--- src/rtl/uart_pkg.sv ---
// Shared definitions for the UART receive-side frame controller: state encoding,
// drop-reason codes and the default start-of-frame marker.
package uart_pkg;

  typedef enum logic [2:0] {
    HUNT    = 3'd0,
    LEN     = 3'd1,
    PAYLOAD = 3'd2,
    CSUM    = 3'd3,
    DRAIN   = 3'd4
  } state_t;

  localparam logic [1:0] ERR_TIMEOUT  = 2'd0;
  localparam logic [1:0] ERR_FRAMING  = 2'd1;
  localparam logic [1:0] ERR_LENGTH   = 2'd2;
  localparam logic [1:0] ERR_CHECKSUM = 2'd3;

  localparam logic [7:0] SYNC_BYTE_DEFAULT = 8'hA5;

endpackage

--- src/rtl/uart_frame_buf.sv ---
// Payload buffer: register array with one synchronous write port and one
// asynchronous read port; storage is deliberately left unreset.
module uart_frame_buf #(
  parameter int unsigned DEPTH = 16,
  parameter int unsigned AW    = (DEPTH > 1) ? $clog2(DEPTH) : 1
) (
  input  logic          clk,
  input  logic          we,
  input  logic [AW-1:0] waddr,
  input  logic [7:0]    wdata,
  input  logic [AW-1:0] raddr,
  output logic [7:0]    rdata
);

  logic [7:0] mem [DEPTH];

  always_ff @(posedge clk) begin
    if (we) mem[waddr] <= wdata;
  end

  assign rdata = mem[raddr];

endmodule

--- src/rtl/uart_rx_frame_ctrl.sv ---
// Packet controller behind the byte UART receiver: hunts for sync, checks length
// and XOR checksum, buffers the payload and releases verified frames on a stream.
module uart_rx_frame_ctrl
  import uart_pkg::*;
#(
  parameter logic [7:0]  SYNC_BYTE    = SYNC_BYTE_DEFAULT,
  parameter int unsigned MAX_LEN      = 16,
  parameter int unsigned TIMEOUT_CLKS = 104167
) (
  input  logic       clk,
  input  logic       reset,
  input  logic [7:0] rx_data,
  input  logic       rx_done,
  input  logic       rx_error,
  output logic [7:0] out_data,
  output logic       out_valid,
  input  logic       out_ready,
  output logic       out_last,
  output logic       frame_ok,
  output logic       frame_err,
  output logic [1:0] err_code,
  output logic       overrun,
  output logic       busy
);

  localparam int unsigned AW = (MAX_LEN > 1) ? $clog2(MAX_LEN) : 1;
  localparam int unsigned CW = (TIMEOUT_CLKS > 1) ? $clog2(TIMEOUT_CLKS) : 1;

  state_t        state, state_n;
  logic [7:0]    frame_len, frame_len_n;
  logic [7:0]    csum, csum_n;
  logic [AW-1:0] wr_idx, wr_idx_n;
  logic [AW-1:0] rd_idx, rd_idx_n;
  logic [CW-1:0] tcnt, tcnt_n;
  logic          frame_ok_n, frame_err_n, overrun_n;
  logic [1:0]    err_code_n;
  logic          buf_we;
  logic          timed_out;
  logic [7:0]    buf_rdata;

  uart_frame_buf #(.DEPTH(MAX_LEN), .AW(AW)) u_buf (
    .clk   (clk),
    .we    (buf_we),
    .waddr (wr_idx),
    .wdata (rx_data),
    .raddr (rd_idx_n),
    .rdata (buf_rdata)
  );

  assign timed_out = (tcnt == CW'(TIMEOUT_CLKS - 1));

  // Next-state logic; an arriving byte always takes priority over the timeout.
  always_comb begin
    state_n     = state;
    frame_len_n = frame_len;
    csum_n      = csum;
    wr_idx_n    = wr_idx;
    rd_idx_n    = rd_idx;
    tcnt_n      = '0;
    frame_ok_n  = 1'b0;
    frame_err_n = 1'b0;
    err_code_n  = err_code;
    overrun_n   = 1'b0;
    buf_we      = 1'b0;

    case (state)
      HUNT: begin
        if (rx_done && !rx_error && rx_data == SYNC_BYTE) state_n = LEN;
      end
      LEN: begin
        if (rx_done) begin
          if (rx_error) begin
            frame_err_n = 1'b1; err_code_n = ERR_FRAMING; state_n = HUNT;
          end else if (rx_data == 8'd0 || rx_data > 8'(MAX_LEN)) begin
            frame_err_n = 1'b1; err_code_n = ERR_LENGTH; state_n = HUNT;
          end else begin
            frame_len_n = rx_data;
            csum_n      = rx_data;
            wr_idx_n    = '0;
            state_n     = PAYLOAD;
          end
        end else if (timed_out) begin
          frame_err_n = 1'b1; err_code_n = ERR_TIMEOUT; state_n = HUNT;
        end else begin
          tcnt_n = tcnt + CW'(1);
        end
      end
      PAYLOAD: begin
        if (rx_done) begin
          if (rx_error) begin
            frame_err_n = 1'b1; err_code_n = ERR_FRAMING; state_n = HUNT;
          end else begin
            buf_we   = 1'b1;
            csum_n   = csum ^ rx_data;
            wr_idx_n = wr_idx + AW'(1);
            if (8'(wr_idx) == frame_len - 8'd1) state_n = CSUM;
          end
        end else if (timed_out) begin
          frame_err_n = 1'b1; err_code_n = ERR_TIMEOUT; state_n = HUNT;
        end else begin
          tcnt_n = tcnt + CW'(1);
        end
      end
      CSUM: begin
        if (rx_done) begin
          if (rx_error) begin
            frame_err_n = 1'b1; err_code_n = ERR_FRAMING; state_n = HUNT;
          end else if (rx_data != csum) begin
            frame_err_n = 1'b1; err_code_n = ERR_CHECKSUM; state_n = HUNT;
          end else begin
            frame_ok_n = 1'b1;
            rd_idx_n   = '0;
            state_n    = DRAIN;
          end
        end else if (timed_out) begin
          frame_err_n = 1'b1; err_code_n = ERR_TIMEOUT; state_n = HUNT;
        end else begin
          tcnt_n = tcnt + CW'(1);
        end
      end
      DRAIN: begin
        overrun_n = rx_done;
        if (out_valid && out_ready) begin
          if (out_last) state_n = HUNT;
          else          rd_idx_n = rd_idx + AW'(1);
        end
      end
      default: state_n = HUNT;
    endcase
  end

  // Stream outputs are computed from next-state so they are registered yet
  // line up with the state they describe.
  always_ff @(posedge clk) begin
    if (reset) begin
      state     <= HUNT;
      frame_len <= '0;
      csum      <= '0;
      wr_idx    <= '0;
      rd_idx    <= '0;
      tcnt      <= '0;
      out_data  <= '0;
      out_valid <= 1'b0;
      out_last  <= 1'b0;
      frame_ok  <= 1'b0;
      frame_err <= 1'b0;
      err_code  <= '0;
      overrun   <= 1'b0;
      busy      <= 1'b0;
    end else begin
      state     <= state_n;
      frame_len <= frame_len_n;
      csum      <= csum_n;
      wr_idx    <= wr_idx_n;
      rd_idx    <= rd_idx_n;
      tcnt      <= tcnt_n;
      out_data  <= (state_n == DRAIN) ? buf_rdata : 8'h00;
      out_valid <= (state_n == DRAIN);
      out_last  <= (state_n == DRAIN) && (8'(rd_idx_n) == frame_len_n - 8'd1);
      frame_ok  <= frame_ok_n;
      frame_err <= frame_err_n;
      err_code  <= err_code_n;
      overrun   <= overrun_n;
      busy      <= (state_n != HUNT);
    end
  end

endmodule

--- config.mk ---
export PLATFORM = sky130hd
export DESIGN_NAME = uart_rx_frame_ctrl
export DESIGN_NICKNAME = d
export VERILOG_FILES = /design/src/rtl/uart_pkg.sv /design/src/rtl/uart_frame_buf.sv /design/src/rtl/uart_rx_frame_ctrl.sv
export SDC_FILE = /design/constraint.sdc
export NUM_CORES = 1
export LEC_CHECK = 0
export BUFFER_PORTS_ARGS = -buffer_cell sky130_fd_sc_hd__buf_2
export CAP_MARGIN = 30
export CORE_MARGIN = 2
export CORE_UTILIZATION = 40
export DETAILED_ROUTE_END_ITERATION = 7
export PLACE_DENSITY_LB_ADDON = 0.1
export SLEW_MARGIN = 5
export SYNTH_ARGS = -nofsm -noshare
export SYNTH_HDL_FRONTEND = slang
export SYNTH_SLANG_ARGS = --single-unit
--- constraint.sdc ---
create_clock -name clk -period 3.3 [get_ports clk]
set_clock_uncertainty 0.15 [all_clocks]
set_input_delay 0 -clock clk [delete_from_list [all_inputs] [get_ports clk]]
set_output_delay 0 -clock clk [all_outputs]
set_load 0.005 [all_outputs]
==> reports/summary.txt <==
slew margin rel. = 0.336
H-tree depth = 4
worst vdd ir = 295 uV
Leak Pwr = 0.00356 uW
mapped cell area = 0.00967 mm^2
PortBufs = 28
WHS = 44.6 ps
PD cells = 422 mW/mm^2
largest net degree at the start of global routing = 94
clk buf depth = 2
clk sink count = 188
number of global-route vias before repair = 7399
CP Capture Type = flip-flop
final cell utilization of the core = 0.466
Routed WL = 29300 um
CP Data Required Time = 3510 ps
Max Cap Viol = 0
RSZ-0062 raised after global routing = false
Worst R2R Start = state[1]
final hold vios = 0
Synth area leaders = edfxtp_1, dfxtp_1, nand2_1
Post-route DRC = 0
reg2reg path depth = 7
post-route ant nets = 0
# nets final = 1038
starting density of the core = 0.409
Critical Path AT = 3280 ps
Die ar. = 0.0254 mm^2
Warnings, synthesis = 0
grt ovf = 0
top-count cell post-synth = nand2_1
syn_area_per_cell = 9.89 um^2
worst hold path depth = 2
Die X = 159 um
GRT Overall Usage = 0.232
Crit Path Category = reg -> reg
R2R Setup Slk = 230 ps
CP max stage cell = o31ai_2
ratio of cells with drive above 1 in the final layout = 0.137
Post-synth ARST share = 0
CTS tree = done
Synth Net Count = 999
FF+latch count, synth = 188
min Tclk post-route = 3070 ps
Synth top cells by count = nand2_1, edfxtp_1, nor2_1
total number of vias = 8029
largest area contributor in the synthesized netlist = edfxtp_1
first-pass GRT wire length = 45400 um
worst slew pin tran = 997 ps
Post-Route Setup TNS = 0 ps
CTS root buffer = clkbuf_16
Final setup viols = 0
dpl hpwl = 19600 um
Fill cells = 2253
gpl congestion = 0.802
Vias/cell = 5.96
DRT iter0 DRCs = 755
CTS Buf Count = 17
status = completed
Final Max Tran Viols = 0
Hold Crit Start = rx_data[5]
HP Class = in -> reg
highest achievable clock rate = 0.326 GHz
core area = 0.0236 mm^2
Diodes inserted = 0
Critical path origin = state[1]
clk slew on worst S/H paths = 80 ps
CP Cell Sequence = and4bb_2 > nand4_2 > o31ai_2 > a21oi_1 > a311oi_1 > nand3_1 > o2bb2ai_1
Setup Fix Bufs, Post-CTS = 0
drt wl/cell = 21.7 um
Gate Count Post-Synth = 977
1st-pass router iterations = 5
num rows = 56
CP startpoint kind = flip-flop
Area Overhead vs Synth = 13.8%
Max FO, Critical Path = 9
share of the synthesized area in the top cell type = 0.398
Tcrit/Tclk final = 0.931
initial antenna violation count = 0
Largest stage delay, worst path = 890 ps
post-synthesis sequential area ratio = 0.522
EDFF count, synth = 128
predominant post-synthesis flop cell = edfxtp_1
IO Count = 29
Yosys cell types = 72
Clock Latency Late Sink = 430 ps
Die Ht = 159 um
==> flip-flops by register name (all words and copies together), names as in the netlist, 2 cells and up <==
name       flops
u_buf.mem    128
csum           8
rd_idx         4
err_code       2
state          3
frame_len      8
out_data       8
wr_idx         4
tcnt          17
==> worst max-delay path, delay by kind of cell, from the launching register on <==
kind / cells / cell delay [ps]
flip-flops: 1 / 520
AND/OR/NAND/NOR: 3 / 740
AO/OA/AOI/OAI: 4 / 1600
==> layout by cell type, fill, tap and decap left out, types with 8 or more instances in the layout <==
| cell | synthesis | final |
|---|---|---|
| nand4_1 | 16 | 16 |
| nand3_1 | 45 | 45 |
| buf_4 | 4 | 56 |
| a31oi_1 | 28 | 28 |
| nand2_1 | 134 | 134 |
| a21oi_1 | 42 | 42 |
| buf_2 | 19 | 28 |
| clkbuf_16 | 0 | 20 |
| o31ai_1 | 8 | 8 |
| nor3_1 | 28 | 28 |
| nor4_1 | 18 | 18 |
| a32oi_1 | 9 | 9 |
| dlygate4sd3_1 | 0 | 11 |
| o211ai_1 | 23 | 23 |
| nor2_1 | 74 | 74 |
| mux2i_1 | 12 | 12 |
| edfxtp_1 | 128 | 128 |
| nand2b_1 | 11 | 11 |
| inv_1 | 14 | 15 |
| xnor2_1 | 22 | 22 |
| ha_1 | 9 | 9 |
| dfxtp_1 | 60 | 59 |
| a311oi_1 | 10 | 10 |
| o21ai_0 | 42 | 42 |
| o22a_1 | 10 | 10 |
| o221ai_1 | 10 | 10 |
| xor2_1 | 15 | 15 |
| o22ai_1 | 30 | 30 |
==> report_power, final <==
| group | switching [uW] | internal (uW) |
|---|---|---|
| clock | 922 | 1110 |
| combinational | 77.7 | 30.1 |
| sequential | 0.0216 | 2510 |
| total | 1000 | 3650 |
==> layout make-up <==
cell class	instances	area [um^2]	area share
Multi-Input combinational cell	699	4250	0.386
Inverter	15	56.3	0.00512
Clock buffer	21	504	0.0458
Timing Repair Buffer	95	671	0.0610
Tap cell	319	399	0.0363
Sequential cell	188	5050	0.459
Clock inverter	11	76.3	0.00694
==> cell families (layout without fill, tap and decap cells) <==
kind of cell / Yosys count / after routing / share of synthesized area
DFF: 188 / 188 / 0.522
muxes: 12 / 12 / 0.0124
and+or+nand+nor: 370 / 370 / 0.184
xor gates and xnor gates: 37 / 37 / 0.0335
adders and majority gates: 9 / 9 / 0.0116
AOI/OAI and AO/OA: 271 / 271 / 0.196
buffers and inverters: 90 / 142 / 0.0405
==> metrics by stage <==
step / std cells / power (uW) / area (um^2) / setup slack (ps)
floorplan: 977 / 2590 / 9670 / 683
global placement: 1305 / 2660 / 10300 / 195
global route: 1348 / 4770 / 11000 / 61.5
detailed placement: 1305 / 2660 / 10300 / 169
finish: 1348 / 4650 / 11000 / 228
CTS: 1347 / 4680 / 11000 / 173
==> per-layer routing <==
layer  GRT usage  wire [um]  vias up
li1            -          -     3800
met1       0.342      13900     3910
met2       0.347      12900      281
met3      0.0425       1830       38
met4      0.0723        653        0
met5           0          0        -
==> repair_timing <==
action / in CTS / in global routing
hold buffers: 10 / 1
resized for setup: 0 / 1
endpoints found under the hold margin: 62 / 16
setup endpoints to repair: 0 / 1
==> path summary, 6_finish.rpt <==
kind | end
worst max-delay path | out_data[2]
worst min-delay path | u_buf.mem[15][5]
worst max register to register | out_data[2]
worst min register to register | frame_len[7]
(Power assumes the default switching activity.)
